<file path="config.mk">
export PLATFORM = sky130hd
export DESIGN_NAME = imem_loader
export DESIGN_NICKNAME = d
export VERILOG_FILES = /design/src/rtl/imem_loader.sv
export SDC_FILE = /design/constraint.sdc
export NUM_CORES = 1
export LEC_CHECK = 0
export ABC_AREA = 1
export BUFFER_PORTS_ARGS = -buffer_cell sky130_fd_sc_hd__buf_2
export CAP_MARGIN = 30
export CORE_MARGIN = 2
export CORE_UTILIZATION = 57
export CTS_CLUSTER_DIAMETER = 50
export DETAILED_ROUTE_END_ITERATION = 7
export PLACE_DENSITY_LB_ADDON = 0.12
export SKIP_LAST_GASP = 1
export SYNTH_ARGS = -nofsm -noshare
export SYNTH_HDL_FRONTEND = slang
export SYNTH_SLANG_ARGS = --single-unit
</file>
<file path="constraint.sdc">
create_clock -name clk -period 4.8 [get_ports clk]
set_clock_uncertainty 0.1 [all_clocks]
set_input_delay 0.72 -clock clk [delete_from_list [all_inputs] [get_ports clk]]
set_output_delay 0.72 -clock clk [all_outputs]
set_load 0.01 [all_outputs]
</file>
<file path="src/rtl/imem_loader.sv">
// Byte-stream program loader: packs little-endian words from a valid/ready link into IMEM
// and keeps the core in reset until a length- and checksum-verified frame has been written.
module imem_loader #(
    parameter int unsigned          PC_LENGTH   = 32,
    parameter int unsigned          INST_LENGTH = 32,
    parameter logic [PC_LENGTH-1:0] BASE_ADDR   = '0,
    parameter int unsigned          MAX_WORDS   = 1024
) (
    input  logic                   clk,
    input  logic                   rst,
    input  logic                   start,
    input  logic [7:0]             rx_data,
    input  logic                   rx_valid,
    output logic                   rx_ready,
    output logic                   imem_we,
    output logic [PC_LENGTH-1:0]   imem_addr,
    output logic [INST_LENGTH-1:0] imem_wdata,
    output logic                   cpu_hold,
    output logic                   done,
    output logic                   err,
    output logic [15:0]            words_loaded
);

    typedef enum logic [2:0] {
        StIdle,
        StLen0,
        StLen1,
        StData,
        StCsum,
        StDone,
        StError
    } state_e;

    state_e                 state_q, state_d;
    logic [7:0]             len0_q, len0_d;
    logic [15:0]            len_q, len_d;
    logic [7:0]             sum_q, sum_d;
    logic [1:0]             byte_cnt_q, byte_cnt_d;
    logic [INST_LENGTH-1:0] shift_q, shift_d;
    logic                   we_q, we_d;
    logic [PC_LENGTH-1:0]   addr_q, addr_d;
    logic [INST_LENGTH-1:0] wdata_q, wdata_d;
    logic [15:0]            words_q, words_d;

    logic        xfer;
    logic [15:0] n_rx;

    assign xfer = rx_valid & rx_ready;
    assign n_rx = {rx_data, len0_q};

    always_comb begin
        state_d    = state_q;
        len0_d     = len0_q;
        len_d      = len_q;
        sum_d      = sum_q;
        byte_cnt_d = byte_cnt_q;
        shift_d    = shift_q;
        we_d       = 1'b0;
        addr_d     = addr_q;
        wdata_d    = wdata_q;
        words_d    = words_q;

        case (state_q)
            StIdle, StDone, StError: begin
                if (start) begin
                    state_d    = StLen0;
                    sum_d      = '0;
                    byte_cnt_d = '0;
                    words_d    = '0;
                    len_d      = '0;
                end
            end
            StLen0: begin
                if (xfer) begin
                    len0_d  = rx_data;
                    sum_d   = sum_q + rx_data;
                    state_d = StLen1;
                end
            end
            StLen1: begin
                if (xfer) begin
                    len_d = n_rx;
                    sum_d = sum_q + rx_data;
                    if (32'(n_rx) > MAX_WORDS) begin
                        state_d = StError;
                    end else if (n_rx == 16'd0) begin
                        state_d = StCsum;
                    end else begin
                        state_d = StData;
                    end
                end
            end
            StData: begin
                if (xfer) begin
                    sum_d      = sum_q + rx_data;
                    // Bytes shift in from the top so byte 0 ends up in the LS lane.
                    shift_d    = {rx_data, shift_q[INST_LENGTH-1:8]};
                    byte_cnt_d = byte_cnt_q + 2'd1;
                    if (byte_cnt_q == 2'd3) begin
                        we_d    = 1'b1;
                        wdata_d = shift_d;
                        addr_d  = BASE_ADDR + (PC_LENGTH'(words_q) << 2);
                        words_d = words_q + 16'd1;
                        if (words_q == len_q - 16'd1) begin
                            state_d = StCsum;
                        end
                    end
                end
            end
            StCsum: begin
                if (xfer) begin
                    state_d = (rx_data == sum_q) ? StDone : StError;
                end
            end
            default: state_d = StIdle;
        endcase
    end

    always_ff @(posedge clk or posedge rst) begin
        if (rst) begin
            state_q    <= StIdle;
            len0_q     <= '0;
            len_q      <= '0;
            sum_q      <= '0;
            byte_cnt_q <= '0;
            shift_q    <= '0;
            we_q       <= 1'b0;
            addr_q     <= BASE_ADDR;
            wdata_q    <= '0;
            words_q    <= '0;
        end else begin
            state_q    <= state_d;
            len0_q     <= len0_d;
            len_q      <= len_d;
            sum_q      <= sum_d;
            byte_cnt_q <= byte_cnt_d;
            shift_q    <= shift_d;
            we_q       <= we_d;
            addr_q     <= addr_d;
            wdata_q    <= wdata_d;
            words_q    <= words_d;
        end
    end

    assign rx_ready     = (state_q == StLen0) || (state_q == StLen1) ||
                          (state_q == StData) || (state_q == StCsum);
    assign cpu_hold     = (state_q != StDone);
    assign done         = (state_q == StDone);
    assign err          = (state_q == StError);
    assign imem_we      = we_q;
    assign imem_addr    = addr_q;
    assign imem_wdata   = wdata_q;
    assign words_loaded = words_q;

endmodule
</file>
==> impl_metrics.toml <==
[status]
status = "finished, final reports clean"

[synthesis]
syn_avg_cell_area_um2 = 8.17
yosysUniqueCellTypes = 46
synth_cells = 784
synth_most_common_cell = "nand2_1"
synth.yosys.seq_area_share_pct = 49.2
synth_top_area_share_pct = 49.2
ys_warn_count = 0
ys_top_cells_by_area = "dfrtp_1, nand2_1, o21ai_0, inv_1, nand3_1"
yosysTopAreaCell = "dfrtp_1"
synthFlopType = "dfrtp_1"
syn-cell-area_mm2 = 0.00640
synth-edff-count = 0
synthArstFlopShare_pct = 100
ys_seq_elements = 126
synthTopCellsByCount = "nand2_1, dfrtp_1, o21ai_0, inv_1, nor2_1"

[timing]
fin_crit_ns = 2.48
clock.fmax_ghz = 0.404
min_period_over_period_pct = 51.6
slew_headroom_pct = 54.7
slew_viol_final = 0
hold_violations = 0
tightest_slew_ns = 0.680
finalSetupViolations = 0
fin_tns_setup_ns = 0
grt_setup_unrepaired = "false"

[place]
gp_congestion = 0.915
portBuffers = 80
dp_hpwl_mm = 11.1

[detailed_routing]
routed_via_density = 5.35
ant_nets = 0
vias = 5445
drc = 0
wirelength_mm = 15.0
wl_per_cell_um = 14.7
firstDrtPassIters = 4
drtIter0Drc = 342

[clock_network]
post_cts_resized = 0
cts_tree = "built"
postCtsSetupRepairBufs = 0
cts_max_level = 4
clk_path_buf_depth = 2
numCtsBuffers = 17
cts_root_buf = "clkbuf_8"
path_clk_slew_ns = 0.06
hold_buffers = 0
clkSinkCount = 126
clock_latency_ns = 0.52

[final_layout]
nets = 888
regArea_mm2 = 0.00315
fillerInstances = 888
diodes = 0
multi_input_area_mm2 = 0.00269
drive_gt1_share_pct = 17.1
syn2layout_area_growth_pct = 16.4

[job]
cap_violations = 0

[worst_setup_path]
r2r_slack_ns = 2.32
path_class = "reg2reg"
crit_buf_inv = 4
crit_chain = "nor2_4 > nand2_4 > nor2_4 > buf_4 > inv_2 > nor2_8 > inv_2 > buf_12 > nand2_1 > o21ai_0"
crit-reg2reg-capture = "imem_addr[5]$_DFFE_PP0P_"
cp_top_family = "buffers and inverters"
cpPeakStageDelay_ns = 0.47
critPathLaunch = "state_q[2]$_DFFE_PP0P_"
r2r-start = "state_q[2]$_DFFE_PP0P_"
cp_slowest_cell = "dfrtp_1"
arrival_ns = 2.76
crit_path_end = "imem_addr[5]$_DFFE_PP0P_"
cp.required_ns = 5.09
ff2ff_path_depth = 10
crit_fanout = 50
crit_path_start_kind = "flip-flop"
path_depth = 10
critPathCaptureType = "flip-flop"

[pwr]
vdd_drop_max_uv = 466
p_total_w = 0.00453
power.density_mw_per_mm2 = 607
p_leak_nw = 3.91

[floorplanning]
die_h_um = 110
std_cell_rows = 38
core_area_mm2 = 0.0109
dieWidth_um = 110
boundaryPins = 97
initial_utilization_pct = 58.8
die_area_mm2 = 0.0121

[worst_hold_path]
hp-class = "in2async"

[global_routing]
grt_max_degree = 59
gr-total-overflow = 0
grt_pass1_wl_mm = 24.1
grt_usage_pct = 26.3
grt_pass1_vias = 5027
antenna_found_initial = 0
-- routing by layer --
| layer | global-route usage [%] | routed length (um) |
|---|---|---|
| met1 | 35.1 | 6800 |
| met2 | 41.0 | 6960 |
| met3 | 6.76 | 922 |
| met4 | 11.1 | 293 |
| met5 | 0 | 0 |
-- layout by cell type (no fill, tap or decap), types with 3 or more instances in the layout --
cell	Yosys	layout
xor2_1	19	19
buf_4	17	3
xnor2_1	3	3
inv_1	97	96
clkinv_4	0	3
dfrtp_1	126	126
nand2_1	190	190
ha_1	10	10
nor4_1	7	7
nor3_1	7	7
inv_2	6	6
nor2_4	5	5
o21ai_1	10	10
nand2_2	3	3
a21oi_1	12	12
nand4_1	5	5
clkbuf_8	0	3
nand3_2	3	3
conb_1	1	16
nor2_1	59	59
nand2_4	4	4
clkinv_2	1	5
nand3_1	46	46
o22ai_1	6	6
o31ai_1	4	4
o21ai_0	101	101
clkbuf_16	0	16
buf_2	5	80
-- stage by stage --
step           worst slack (ns)  hold WS, ns  area, um2  instances  utilization, %
2_1_floorplan             0.624        0.353       6460        799               -
3_3_place_gp               1.93        0.351       6840        984            62.8
3_5_place_dp               2.09        0.366       6880        986            63.2
4_1_cts                    2.33        0.225       7460       1018            68.5
5_1_grt                    2.13        0.261       7460       1018            68.5
6_report                   2.32        0.218       7460       1018            68.5
-- where the power goes --
| group | switching [W] | internal [W] |
|---|---|---|
| sequential | 0.000175 | 0.00131 |
| combinational | 0.00119 | 0.000616 |
| clock | 0.000467 | 0.000767 |
-- registers in the layout (all words and copies together) (netlist names) --
| name | cells |
|---|---|
| len_q | 16 |
| sum_q | 8 |
| byte_cnt_q | 2 |
| words_loaded | 16 |
| state_q | 3 |
| imem_addr | 16 |
| imem_wdata | 32 |
| shift_q | 24 |
| imem_we | 1 |
| len0_q | 8 |
-- kinds of logic after synthesis --
family / share of synthesized area [%]
and+or+nand+nor: 23.5
buffers and inverters: 9.71
AOI/OAI and AO/OA: 12.1
xor gates and xnor gates: 3.01
DFF: 49.2
muxes: 0.156
other: 0.0585
adders and majority gates: 2.27
-- area by class of cell --
type                       instances  area share, %
clock buffer                      19           5.92
tap                              140           2.35
timing repair buffer              85           6.14
clock inverter                    13           1.86
multi-input combinational        529           36.0
inverter                         106           5.42
sequential                       126           42.3
-- how the worst min path moves through the flow --
stage	from	to	slack (ns)	cells after the start
2_1_floorplan	shift_q[18]$_DFFE_PP0P_	shift_q[10]$_DFFE_PP0P_	0.35	2
3_3_place_gp	imem_addr[14]$_DFFE_PP0P_	imem_addr[14]$_DFFE_PP0P_	0.35	2
3_5_place_dp	imem_addr[14]$_DFFE_PP0P_	imem_addr[14]$_DFFE_PP0P_	0.37	2
4_1_cts	rst	imem_wdata[0]$_DFFE_PP0P_	0.23	2
5_1_grt	rst	imem_addr[16]$_DFFE_PP0P_	0.26	2
6_report	rst	imem_wdata[0]$_DFFE_PP0P_	0.22	2
Power figures use the tool's default switching activity.
